[src/rtl/timing_pkg.sv]
// Shared encodings for the timing sequencer: T-state numbering and the
// interrupt vector select values.
package timing_pkg;

   typedef logic [2:0] tstate_t;

   localparam tstate_t TS_T0 = 3'd0;
   localparam tstate_t TS_T1 = 3'd1;
   localparam tstate_t TS_T2 = 3'd2;
   localparam tstate_t TS_T3 = 3'd3;
   localparam tstate_t TS_T4 = 3'd4;
   localparam tstate_t TS_T5 = 3'd5;
   localparam tstate_t TS_T6 = 3'd6;

   typedef logic [1:0] vecsel_t;

   localparam vecsel_t VEC_IRQ = 2'd0;
   localparam vecsel_t VEC_NMI = 2'd1;
   localparam vecsel_t VEC_RES = 2'd2;

endpackage

[src/rtl/nmi_latch.sv]
// NMI falling-edge detector and pending latch. The edge detect runs every
// clock, stalled or not; only the clear is qualified by the caller.
module nmi_latch (
   input  logic i_clk,
   input  logic i_rst_n,
   input  logic i_nmi_n,
   input  logic i_clr,
   output logic o_nmip,
   output logic o_edge
);

   logic r_nmi_prev;
   logic r_nmip;
   logic w_edge;

   // Previous sample resets low so an NMI line already held low at reset
   // release is not mistaken for a fresh edge.
   assign w_edge = r_nmi_prev & ~i_nmi_n;

   always_ff @(posedge i_clk or negedge i_rst_n) begin
      if (!i_rst_n) begin
         r_nmi_prev <= 1'b0;
         r_nmip     <= 1'b0;
      end else begin
         r_nmi_prev <= i_nmi_n;
         r_nmip     <= w_edge | (r_nmip & ~i_clr);
      end
   end

   assign o_nmip = r_nmip;
   assign o_edge = w_edge;

endmodule

[src/rtl/timing_sequencer.sv]
// 6502-style T-state sequencer with IRQ/NMI/BRK/reset sequencing and RDY stalls.
// Optional macro TSEQ_NMI_EN builds the NMI edge detect and latch.
module timing_sequencer
   import timing_pkg::*;
(
   input  logic       PHI0,
   input  logic       _RES,
   input  logic       RDY,
   input  logic       WR,
   input  logic       TWOCYCLE,
   input  logic       ENDX,
   input  logic       BRK_OP,
   input  logic       _IRQ,
   input  logic       _NMI,
   input  logic       I_FLAG,
   output logic       T0,
   output logic       T1,
   output logic       T2,
   output logic       T3,
   output logic       T4,
   output logic       T5,
   output logic       T6,
   output logic       SYNC,
   output logic       FORCE_BRK,
   output logic       INT_SEQ,
   output logic       RESP,
   output logic       BRK6E,
   output logic [1:0] VEC,
   output logic       _ready
);

   tstate_t r_tstate;
   tstate_t w_tstate_nxt;
   logic    r_int_seq;
   logic    w_int_seq_nxt;
   logic    r_force_brk;
   logic    w_force_brk_nxt;
   logic    r_resp;
   vecsel_t r_vec_frz;
   vecsel_t w_vec_live;
   vecsel_t w_vec_cap;
   logic    w_adv;
   logic    w_enter_t0;
   logic    w_int_pend;
   logic    w_nmip;
   logic    w_nmi_edge;
   logic    w_nmi_clr;

   assign w_adv      = RDY | WR;
   assign w_int_pend = w_nmip | (~_IRQ & ~I_FLAG);
   assign w_enter_t0 = (w_tstate_nxt == TS_T0);
   assign w_nmi_clr  = w_adv & w_enter_t0 & r_int_seq & (r_vec_frz == VEC_NMI);

`ifdef TSEQ_NMI_EN
   nmi_latch u_nmi_latch (
      .i_clk   (PHI0),
      .i_rst_n (_RES),
      .i_nmi_n (_NMI),
      .i_clr   (w_nmi_clr),
      .o_nmip  (w_nmip),
      .o_edge  (w_nmi_edge)
   );
`else
   logic w_unused_nmi;
   assign w_unused_nmi = _NMI ^ w_nmi_clr;
   assign w_nmip       = 1'b0;
   assign w_nmi_edge   = 1'b0;
`endif

   assign w_vec_live = r_resp ? VEC_RES : (w_nmip ? VEC_NMI : VEC_IRQ);
   // The frozen value includes an edge seen in T4 itself, so "by T4" hijacks.
   assign w_vec_cap  = r_resp ? VEC_RES : ((w_nmip | w_nmi_edge) ? VEC_NMI : VEC_IRQ);

   always_comb begin
      w_tstate_nxt    = r_tstate;
      w_int_seq_nxt   = r_int_seq;
      w_force_brk_nxt = r_force_brk;
      case (r_tstate)
         TS_T0: begin
            w_tstate_nxt = TS_T1;
            if (w_int_pend) begin
               w_int_seq_nxt   = 1'b1;
               w_force_brk_nxt = 1'b1;
            end
         end
         TS_T1: begin
            if (!r_int_seq && BRK_OP) begin
               w_tstate_nxt  = TS_T2;
               w_int_seq_nxt = 1'b1;
            end else if (!r_int_seq && TWOCYCLE) begin
               w_tstate_nxt = TS_T0;
            end else begin
               w_tstate_nxt = TS_T2;
            end
         end
         TS_T2, TS_T3, TS_T4, TS_T5: begin
            if (ENDX && !r_int_seq) w_tstate_nxt = TS_T0;
            else                    w_tstate_nxt = r_tstate + 3'd1;
         end
         default: w_tstate_nxt = TS_T0;
      endcase
      if (w_tstate_nxt == TS_T0) begin
         w_int_seq_nxt   = 1'b0;
         w_force_brk_nxt = 1'b0;
      end
   end

   always_ff @(posedge PHI0 or negedge _RES) begin
      if (!_RES) begin
         r_tstate    <= TS_T1;
         r_int_seq   <= 1'b1;
         r_force_brk <= 1'b1;
         r_resp      <= 1'b1;
         r_vec_frz   <= VEC_RES;
      end else if (w_adv) begin
         r_tstate    <= w_tstate_nxt;
         r_int_seq   <= w_int_seq_nxt;
         r_force_brk <= w_force_brk_nxt;
         r_resp      <= r_resp & ~w_enter_t0;
         if (r_tstate == TS_T4) r_vec_frz <= w_vec_cap;
      end
   end

   assign T0        = (r_tstate == TS_T0);
   assign T1        = (r_tstate == TS_T1);
   assign T2        = (r_tstate == TS_T2);
   assign T3        = (r_tstate == TS_T3);
   assign T4        = (r_tstate == TS_T4);
   assign T5        = (r_tstate == TS_T5);
   assign T6        = (r_tstate == TS_T6);
   assign SYNC      = T1 & ~r_int_seq;
   assign FORCE_BRK = r_force_brk;
   assign INT_SEQ   = r_int_seq;
   assign RESP      = r_resp;
   assign BRK6E     = T6 & r_int_seq;
   assign VEC       = (T5 | T6) ? r_vec_frz : w_vec_live;
   assign _ready    = _RES & ~RDY & ~WR;

endmodule

[config.mk]
export PLATFORM = sky130hd
export DESIGN_NAME = timing_sequencer
export DESIGN_NICKNAME = d
export VERILOG_FILES = /design/src/rtl/timing_pkg.sv /design/src/rtl/nmi_latch.sv /design/src/rtl/timing_sequencer.sv
export SDC_FILE = /design/constraint.sdc
export NUM_CORES = 1
export LEC_CHECK = 0
export ABC_AREA = 0
export CORE_AREA = 2 2 41 43
export DETAILED_ROUTE_END_ITERATION = 10
export DIE_AREA = 0 0 43 45
export GPL_TIMING_DRIVEN = 1
export PLACE_DENSITY = 0.73
export SYNTH_ARGS = -nofsm -noshare
export SYNTH_HDL_FRONTEND = slang
export SYNTH_SLANG_ARGS = --single-unit
export TNS_END_PERCENT = 100
[constraint.sdc]
create_clock -name PHI0 -period 3.65 [get_ports PHI0]
set_input_delay 1.095 -clock PHI0 [delete_from_list [all_inputs] [get_ports PHI0]]
set_output_delay 1.095 -clock PHI0 [all_outputs]
set_load 0.02 [all_outputs]
==> results of run 1 <==
[registers in the layout (all words and copies together) (netlist names)]
name / count
r_tstate: 3
r_vec_frz: 1
FORCE_BRK: 1
INT_SEQ: 1
RESP: 1
[final cells by class]
cell class,instances,area [um2]
flip-flops and latches,7,181
multi-input cells,46,335
well taps,16,20.0
inverters,5,18.8
clock buffers,3,22.5
repair buffers,24,235
clock inverters,1,5.00
fillers,141,653
[synth_stat cells]
library cell  instances
o21ai_0               2
ha_1                  5
buf_4                 1
nand2_1               1
conb_1                1
nor3_1                1
nor3_2                2
and3_1                1
nor3b_1               1
dfstp_2               5
and2_1                4
mux2_2                3
a31oi_1               1
a2111oi_4             1
dfrtp_1               2
o21ai_1               4
nor4b_2               1
nor2b_1               5
nor2_1                8
or2b_1                1
nand3_1               1
a21oi_1               3
buf_6                 1
inv_1                 5
[worst max-delay path: stages]
cell	delay, ns
clkdlybuf4s50_1	0.44
nor2_1	0.15
and2_1	0.15
clkdlybuf4s50_1	0.60
[how the worst min path moves through the flow]
stage	from	to	slack, ns	depth (start not counted)
after detailed placement	RESP	RESP	0.50	1
after floorplan	r_tstate[1]	r_tstate[1]	0.52	2
after CTS	RESP	RESP	0.52	1
after global routing	RESP	RESP	0.52	1
after global placement	RESP	RESP	0.49	1
final	RESP	RESP	0.51	1
[power by group through the flow]
stage	clock (mW)	sequential (mW)	combinational, mW
final	0.0695	0.145	0.368
after global routing	0.0768	0.149	0.411
after CTS	0.0742	0.144	0.373
after detailed placement	0	0.145	0.372
after global placement	0	0.144	0.365
after floorplan	0	0.148	0.240
[cells by family (layout without fill, tap and decap cells)]
logic type	count (synthesis)	count (layout)	share of synthesized area, %
AO/OA/AOI/OAI	11	11	14.2
adder cells (fa/ha/maj)	5	5	11.3
buffers and inverters	7	33	6.77
flip-flops	7	7	32.7
multiplexers	3	3	6.09
other	1	1	0.677
AND/OR/NAND/NOR	26	26	28.2
[per-stage QoR]
step                hold slack (ns)  std cells  utilization, %  cell area, um2  power [mW]
floorplan                     0.524         60               -             554       0.388
finish                        0.509        102            55.6             818       0.582
global placement              0.491         98            53.7             791       0.510
CTS                           0.516        102            55.6             818       0.592
global route                  0.519        102            55.6             818       0.637
detailed placement            0.503         98            53.7             791       0.517
[routing by layer]
layer	global-route usage [%]	routed length (um)	part of all wire [%]	up-vias
met5	0	0	0	-
met4	7.27	0	0	0
met3	1.20	43	3.4	0
met2	25.5	643	51	12
met1	18.4	567	45	230
li1	-	-	-	256
==> impl_metrics.json, run 1 <==
{
  "hold_path.class": "reg2reg",
  "startpoint": "WR",
  "synthToLayoutAreaGrowth_pct": 47.6,
  "first_pass_iters": 3,
  "grt_max_degree": 13,
  "drc": 0,
  "post_cts.repair.setup_buffers": 0,
  "first_iter_violations": 3,
  "rr_startpoint": "r_tstate[0]",
  "clock_path_buffers": 2,
  "synth_top_cell_area_share_pct": 23.7,
  "mostFrequentLayoutCells": "22 x clkdlybuf4s50_1, 8 x nor2_1",
  "die_x_um": 43,
  "yosys.area.top_type": "dfstp_2",
  "clk-insertion-delay-late_ns": 0.25,
  "place_hpwl_um": 1050,
  "first_global_vias": 496,
  "cts.clk_slew.worst_paths_ns": 0.06,
  "antenna_cells": 0,
  "gp_congestion": 0.768,
  "crit_fanout": 3,
  "p_switching_mw": 0.258,
  "final.setup.worst_slack_ns": 0.113,
  "status": "complete, no violations",
  "vias": 498,
  "fin_crit_sh_pct": 96.9,
  "ys_ff_latch": 7,
  "nets": 102,
  "die_area_mm2": 0.00194,
  "rsz0062_at_grt": "false",
  "start_util_pct": 37.7,
  "finalHoldViolations": 0,
  "cts_hold_buf": 0,
  "netSwitchingFraction_pct": 44.2,
  "synth.area.top_cells": "dfstp_2 24%, ha_1 11%, dfrtp_1 9.0%",
  "cts_tree": "yes",
  "worst_setup_path_start_kind": "input port",
  "numCtsBuffers": 3,
  "clkSinkCount": 7,
  "place_ws_ns": 0.115,
  "maxCapViolCount": 0,
  "io_buffer_count": 22,
  "avgSynthCellArea_um2": 9.24,
  "synthCells": 60,
  "yosysWarnings": 0,
  "yosysSeqAreaShare_pct": 32.7,
  "p_per_area_mw_per_mm2": 712,
  "cp-end-kind": "output port",
  "synth.distinct_cells": 24,
  "grt_pass1_wl_um": 2150,
  "cts-resized-gates": 0,
  "r2r_cells": 6,
  "crit_end": "_ready",
  "crit_arrival_ns": 2.44,
  "pwr-share-seq_pct": 24.8,
  "intPower_mw": 0.325,
  "grt-ovfl-total": 0,
  "fin_crit_ns": 3.54,
  "cp.required_ns": 2.55,
  "fmax_mhz": 283,
  "clockPowerShare_pct": 11.9,
  "io_pins": 25,
  "rrSetupSlack_ns": 1.74,
  "r2r_end": "INT_SEQ",
  "htreeDepth": 1,
  "rows": 14,
  "worstSetupPathType": "in2out",
  "fin_setup_tns_ns": 0,
  "drive_gt1_share_pct": 20.9,
  "wirelength_um": 1260,
  "dieHeight_um": 45,
  "peakVddDrop_mv": 0.450,
  "final_common_cell": "clkdlybuf4s50_1",
  "ant_nets": 0,
  "p_leak_nw": 0.341,
  "combinationalPowerShare_pct": 63.2,
  "netlist_area_um2": 554,
  "grt.total_usage_pct": 14.6,
  "setup_viol": 0,
  "synth.net_count": 75,
  "antenna_found_initial": 0,
  "slew_viol_final": 0,
  "cts_root_buf": "clkbuf_4",
  "wl_per_cell_um": 12.3,
  "viasPerCell": 4.88,
  "skew_ns": 0.00659,
  "core_mm2": 0.00147
}
Note: power is estimated with default switching activity, not from simulation.
==> run 2: changes to the inputs <==
Settings changed: SLEW_MARGIN set to 30.
==> results of run 2 <==
No change in the layout: final DEF, timing and power equal those of run 1.
